--- config.mk ---
export PLATFORM = sky130hd
export DESIGN_NAME = sram_rr_arbiter
export DESIGN_NICKNAME = d
export VERILOG_FILES = /design/src/rtl/sram_rr_arbiter.sv
export SDC_FILE = /design/constraint.sdc
export NUM_CORES = 1
export LEC_CHECK = 0
export CORE_AREA = 8 8 129 131
export DETAILED_ROUTE_END_ITERATION = 12
export DIE_AREA = 0 0 137 139
export PLACE_DENSITY = 0.63
export REMOVE_ABC_BUFFERS = 1
export SLEW_MARGIN = 20
export SYNTH_ARGS = -nofsm -noshare
export SYNTH_HDL_FRONTEND = slang
export SYNTH_HIERARCHICAL = 1
export SYNTH_SLANG_ARGS = --single-unit
--- constraint.sdc ---
create_clock -name clk_i -period 1.6 [get_ports clk_i]
set_input_delay 0.32 -clock clk_i [delete_from_list [all_inputs] [get_ports clk_i]]
set_output_delay 0.32 -clock clk_i [all_outputs]
set_load 0.01 [all_outputs]
--- src/rtl/sram_rr_arbiter.sv ---
// Round-robin arbiter sharing one single-port SRAM among NumReq requesters.
// A one-entry response stage routes each access's completion back to its port.

module sram_rr_rsp_lane #(
  parameter int unsigned Width = 32
) (
  input  logic             hit_i,
  input  logic             write_i,
  input  logic [Width-1:0] sram_rdata_i,
  output logic             rsp_valid_o,
  output logic [Width-1:0] rsp_rdata_o
);
  assign rsp_valid_o = hit_i;
  // Write completions carry no data; keep idle lanes quiet too.
  assign rsp_rdata_o = (hit_i && !write_i) ? sram_rdata_i : '0;
endmodule

module sram_rr_arbiter #(
  parameter int unsigned NumReq = 2,
  parameter int unsigned Width  = 32,
  parameter int unsigned Depth  = 1 << 15,
  parameter int unsigned Aw     = $clog2(Depth)
) (
  input  logic                         clk_i,
  input  logic                         rst_ni,
  input  logic [NumReq-1:0]            req_valid_i,
  output logic [NumReq-1:0]            req_ready_o,
  input  logic [NumReq-1:0]            req_write_i,
  input  logic [NumReq-1:0][Aw-1:0]    req_addr_i,
  input  logic [NumReq-1:0][Width-1:0] req_wdata_i,
  input  logic [NumReq-1:0][Width-1:0] req_wmask_i,
  output logic [NumReq-1:0]            rsp_valid_o,
  output logic [NumReq-1:0][Width-1:0] rsp_rdata_o,
  output logic                         sram_req_o,
  output logic                         sram_write_o,
  output logic [Aw-1:0]                sram_addr_o,
  output logic [Width-1:0]             sram_wdata_o,
  output logic [Width-1:0]             sram_wmask_o,
  input  logic [Width-1:0]             sram_rdata_i
);
  localparam int unsigned Pw = (NumReq > 1) ? $clog2(NumReq) : 1;

  typedef struct packed {
    logic          vld;
    logic [Pw-1:0] port;
    logic          write;
  } rsp_t;

  logic [Pw-1:0] ptr_q, ptr_d;
  logic [Pw-1:0] gnt_idx;
  logic          gnt_any;
  logic [Pw:0]   scan;
  logic          acc;
  rsp_t          rsp_q, rsp_d;

  // Scan upward from the pointer with wrap; first valid port wins.
  always_comb begin
    gnt_idx = '0;
    gnt_any = 1'b0;
    scan    = '0;
    for (int k = 0; k < int'(NumReq); k++) begin
      scan = {1'b0, ptr_q} + (Pw+1)'(k);
      if (scan >= (Pw+1)'(NumReq)) scan = scan - (Pw+1)'(NumReq);
      if (!gnt_any && req_valid_i[scan[Pw-1:0]]) begin
        gnt_any = 1'b1;
        gnt_idx = scan[Pw-1:0];
      end
    end
  end

  // Outputs are forced quiet while reset is held, whatever the requesters do.
  assign acc        = rst_ni & gnt_any;
  assign sram_req_o = rst_ni & (|req_valid_i);

  always_comb begin
    req_ready_o = '0;
    if (acc) req_ready_o[gnt_idx] = 1'b1;
  end

  always_comb begin
    sram_write_o = 1'b0;
    sram_addr_o  = '0;
    sram_wdata_o = '0;
    sram_wmask_o = '0;
    if (acc) begin
      sram_write_o = req_write_i[gnt_idx];
      sram_addr_o  = req_addr_i[gnt_idx];
      sram_wdata_o = req_wdata_i[gnt_idx];
      sram_wmask_o = req_wmask_i[gnt_idx];
    end
  end

  always_comb begin
    ptr_d = ptr_q;
    if (acc) ptr_d = (gnt_idx == Pw'(NumReq - 1)) ? '0 : gnt_idx + Pw'(1);
  end

  always_comb begin
    rsp_d = '0;
    if (acc) begin
      rsp_d.vld   = 1'b1;
      rsp_d.port  = gnt_idx;
      rsp_d.write = req_write_i[gnt_idx];
    end
  end

  always_ff @(posedge clk_i or negedge rst_ni) begin
    if (!rst_ni) begin
      ptr_q <= '0;
      rsp_q <= '0;
    end else begin
      ptr_q <= ptr_d;
      rsp_q <= rsp_d;
    end
  end

  for (genvar p = 0; p < int'(NumReq); p++) begin : g_lane
    sram_rr_rsp_lane #(.Width(Width)) u_lane (
      .hit_i       (rsp_q.vld && (rsp_q.port == Pw'(p))),
      .write_i     (rsp_q.write),
      .sram_rdata_i(sram_rdata_i),
      .rsp_valid_o (rsp_valid_o[p]),
      .rsp_rdata_o (rsp_rdata_o[p])
    );
  end

endmodule

==> reports/summary.txt <==
status - finished with violations
failing checks - setup timing
Via Count - 4,265
FF-to-FF Start - ptr_q
# hold bufs at CTS - 0
CTS Sinks - 4
Hold Path Class - input pin to async pin
Max Cap Viol - 0
# DRC - 0
Chip Height - 139 um
Metal-1 WL - 6700 um
htree depth - 1
Via density - 4.52
FF-to-FF path depth - 6
core area - 0.0148 sq mm
dpl cells - 882
reg2reg end - rsp_q[0]
Final HPWL DP - 12,600 um
vias in the first global route - 4,249
Worst Skew - 0.00591 ns
GRT Residual Overflow - 0
Final Hold Fails - 0
Critical Path Sink Type - output port
starting density of the core - 0.147
Clock Latency Late Sink - 0.23 ns
DR WL/cell - 20.0 um
CP endpoint - sram_addr_o[5]
Post-Route WL - 18,900 um
YS warnings - 6
register area - 101 sq um
I/O Buffers - 344
DR iter-0 viols - 87
# rows - 45
clock tree buffer depth - 2
FILL cells - 1,404
footprint of the multi-input gates - 0.00243 sq mm
Num CTS Buffers - 3
gr usage total - 0.170
area leader, netlist - and3b_2
crit path launch type - flop
fin. max-slew vios - 0
top cells by area, synth - and3b_2, nand2_1, o22ai_1
Synth top area share - 0.295
Core Util, Final - 0.498
Yosys cell types - 14
final antenna diode count - 0
top layer used by detailed routing - met4
Post-Syn Area - 0.00217 sq mm
initial antenna violation count - 0
Power Dens Cells - 412 mW/mm^2
DRT Pass-1 Iters - 4
Routed met3 length - 1830 um
critical path arrival - 1.61 ns
share of layout cells above drive strength 1 - 0.514
CP required - 1.28 ns
final worst-path cycle share - 1.21
clock period minus final worst setup slack - 1.93 ns
die outline area - 0.0190 sq mm
largest net degree at the start of global routing - 48
Leak Pwr - 3.34 nW
Root Driver - clkbuf_16
Mapped Cells - 370
crit-path max FO - 7
reg2reg setup slack - 0.25 ns
Slew HR - 0.861
crit path from - ptr_q
CTS tree - yes
Placer Congestion - 0.772
first-pass GRT wire length - 25,500 um
share of the yosys chip area belonging to registers - 0.0460
RSZ-0062 raised after global routing - true
fin cells - 943
VDD IR-drop max - 0.262 mV
slew of the pin with the lowest slew margin - 0.208 ns
ANT nets after route - 0
flops & latches, synth - 4
Final nets - 953
Ports - 345
clk slew on worst S/H paths - 0.03 ns
Synth Area per Inst - 5.88 sq um
Layout area overhead - 238%
Max Freq - 0.517 GHz
WL met2 - 10,100 um
final worst setup slack - -0.335 ns
Die X - 137 um
final setup violation count - 116
Setup CP Type - flop to output port
[what timing repair did]
action / CTS / global route
gates resized for setup: 687 / 170
buffers inserted: 32 / 15
cloned: 14 / 10
setup endpoints to repair: 149 / 148
pin swaps: 40 / 33
[worst min-delay path by stage]
stage	start	to	slack, ns	depth (start not counted)
global route	rst_ni	rsp_q[1]	0.19	2
finish	rst_ni	rsp_q[1]	0.17	2
detailed placement	rst_ni	rsp_q[0]	0.42	2
global placement	rst_ni	rsp_q[0]	0.42	2
CTS	rst_ni	rsp_q[1]	0.18	2
floorplan	rst_ni	ptr_q	0.02	0
[synthesized netlist by cell type, drive strengths merged]
| cell type | number |
|---|---|
| a31oi | 1 |
| clkbuf | 9 |
| a21oi | 1 |
| nand2 | 162 |
| inv | 2 |
| nor2b | 1 |
| and3b | 64 |
| o22ai | 80 |
| nor2 | 5 |
| and2 | 1 |
| o21ai | 1 |
| buf | 39 |
| dfrtp | 4 |
[cells in the final DEF (no fill, tap or decap)]
master and count:
clkbuf_16 10, dfrtp_1 3, buf_4 24, buf_8 4, dlygate4sd2_1 1, buf_6 106, nand2_4 1, buf_2 65
o22ai_1 5, buf_16 9, o21ai_4 1, a31oi_1 1, clkdlybuf4s15_2 1, nand2_1 160, nand2_8 1, nor2b_4 1
o22ai_2 60, and2_4 1, and3b_2 64, nor2_2 1, nor2_1 3, o22ai_4 15, buf_12 18, nor2_4 1
clkbuf_2 3, inv_2 1, a21oi_1 1, inv_1 1, dfrtp_2 1, clkdlybuf4s50_1 192
[registers in the layout, indices dropped and copies added, names as in the netlist]
signal / cells
rsp_q: 3
ptr_q: 1
[per-layer routing]
metal	GRT usage	vias up
li1	-	2069
met1	0.180	1947
met5	0	-
met3	0.0645	19
met4	0.0183	0
met2	0.318	230
[critical path, cell delays in order (launching register included)]
cell and delay [ns]:
dfrtp_2 0.42, o21ai_4 0.23, buf_8 0.16, buf_12 0.11, buf_12 0.11, buf_16 0.13, o22ai_2 0.08, buf_2 0.14
[logic make-up after synthesis]
family | synth area share
buffers and inverters | 0.126
AO/OA/AOI/OAI | 0.239
flip-flops | 0.0460
AND/OR/NAND/NOR | 0.589
[layout make-up]
type,instances,share of cell area
multi-input cells,316,0.331
flip-flops and latches,4,0.0138
inverters,2,0.00102
repair buffers,430,0.612
clock buffers,3,0.0102
well taps,188,0.0320
[per-stage QoR]
stage | power (mW) | setup WS, ns | hold slack [ns] | instance area [sq um] | TNS, ns
6_report | 3.03 | -0.335 | 0.166 | 7350 | -21.34
5_1_grt | 3.19 | -0.390 | 0.194 | 7350 | -27.76
4_1_cts | 2.73 | -0.354 | 0.177 | 6450 | -22.85
3_5_place_dp | 1.88 | -0.770 | 0.421 | 5880 | -72.85
3_3_place_gp | 1.88 | -0.785 | 0.421 | 5880 | -73.17
2_1_floorplan | 0.661 | -1.09 | 0.0244 | 1910 | -96.33
[power breakdown]
part           switching (mW)  internal (mW)
Clock                  0.0791          0.320
Combinational            1.02           1.49
Sequential             0.0107          0.113
Power figures use the tool's default switching activity.
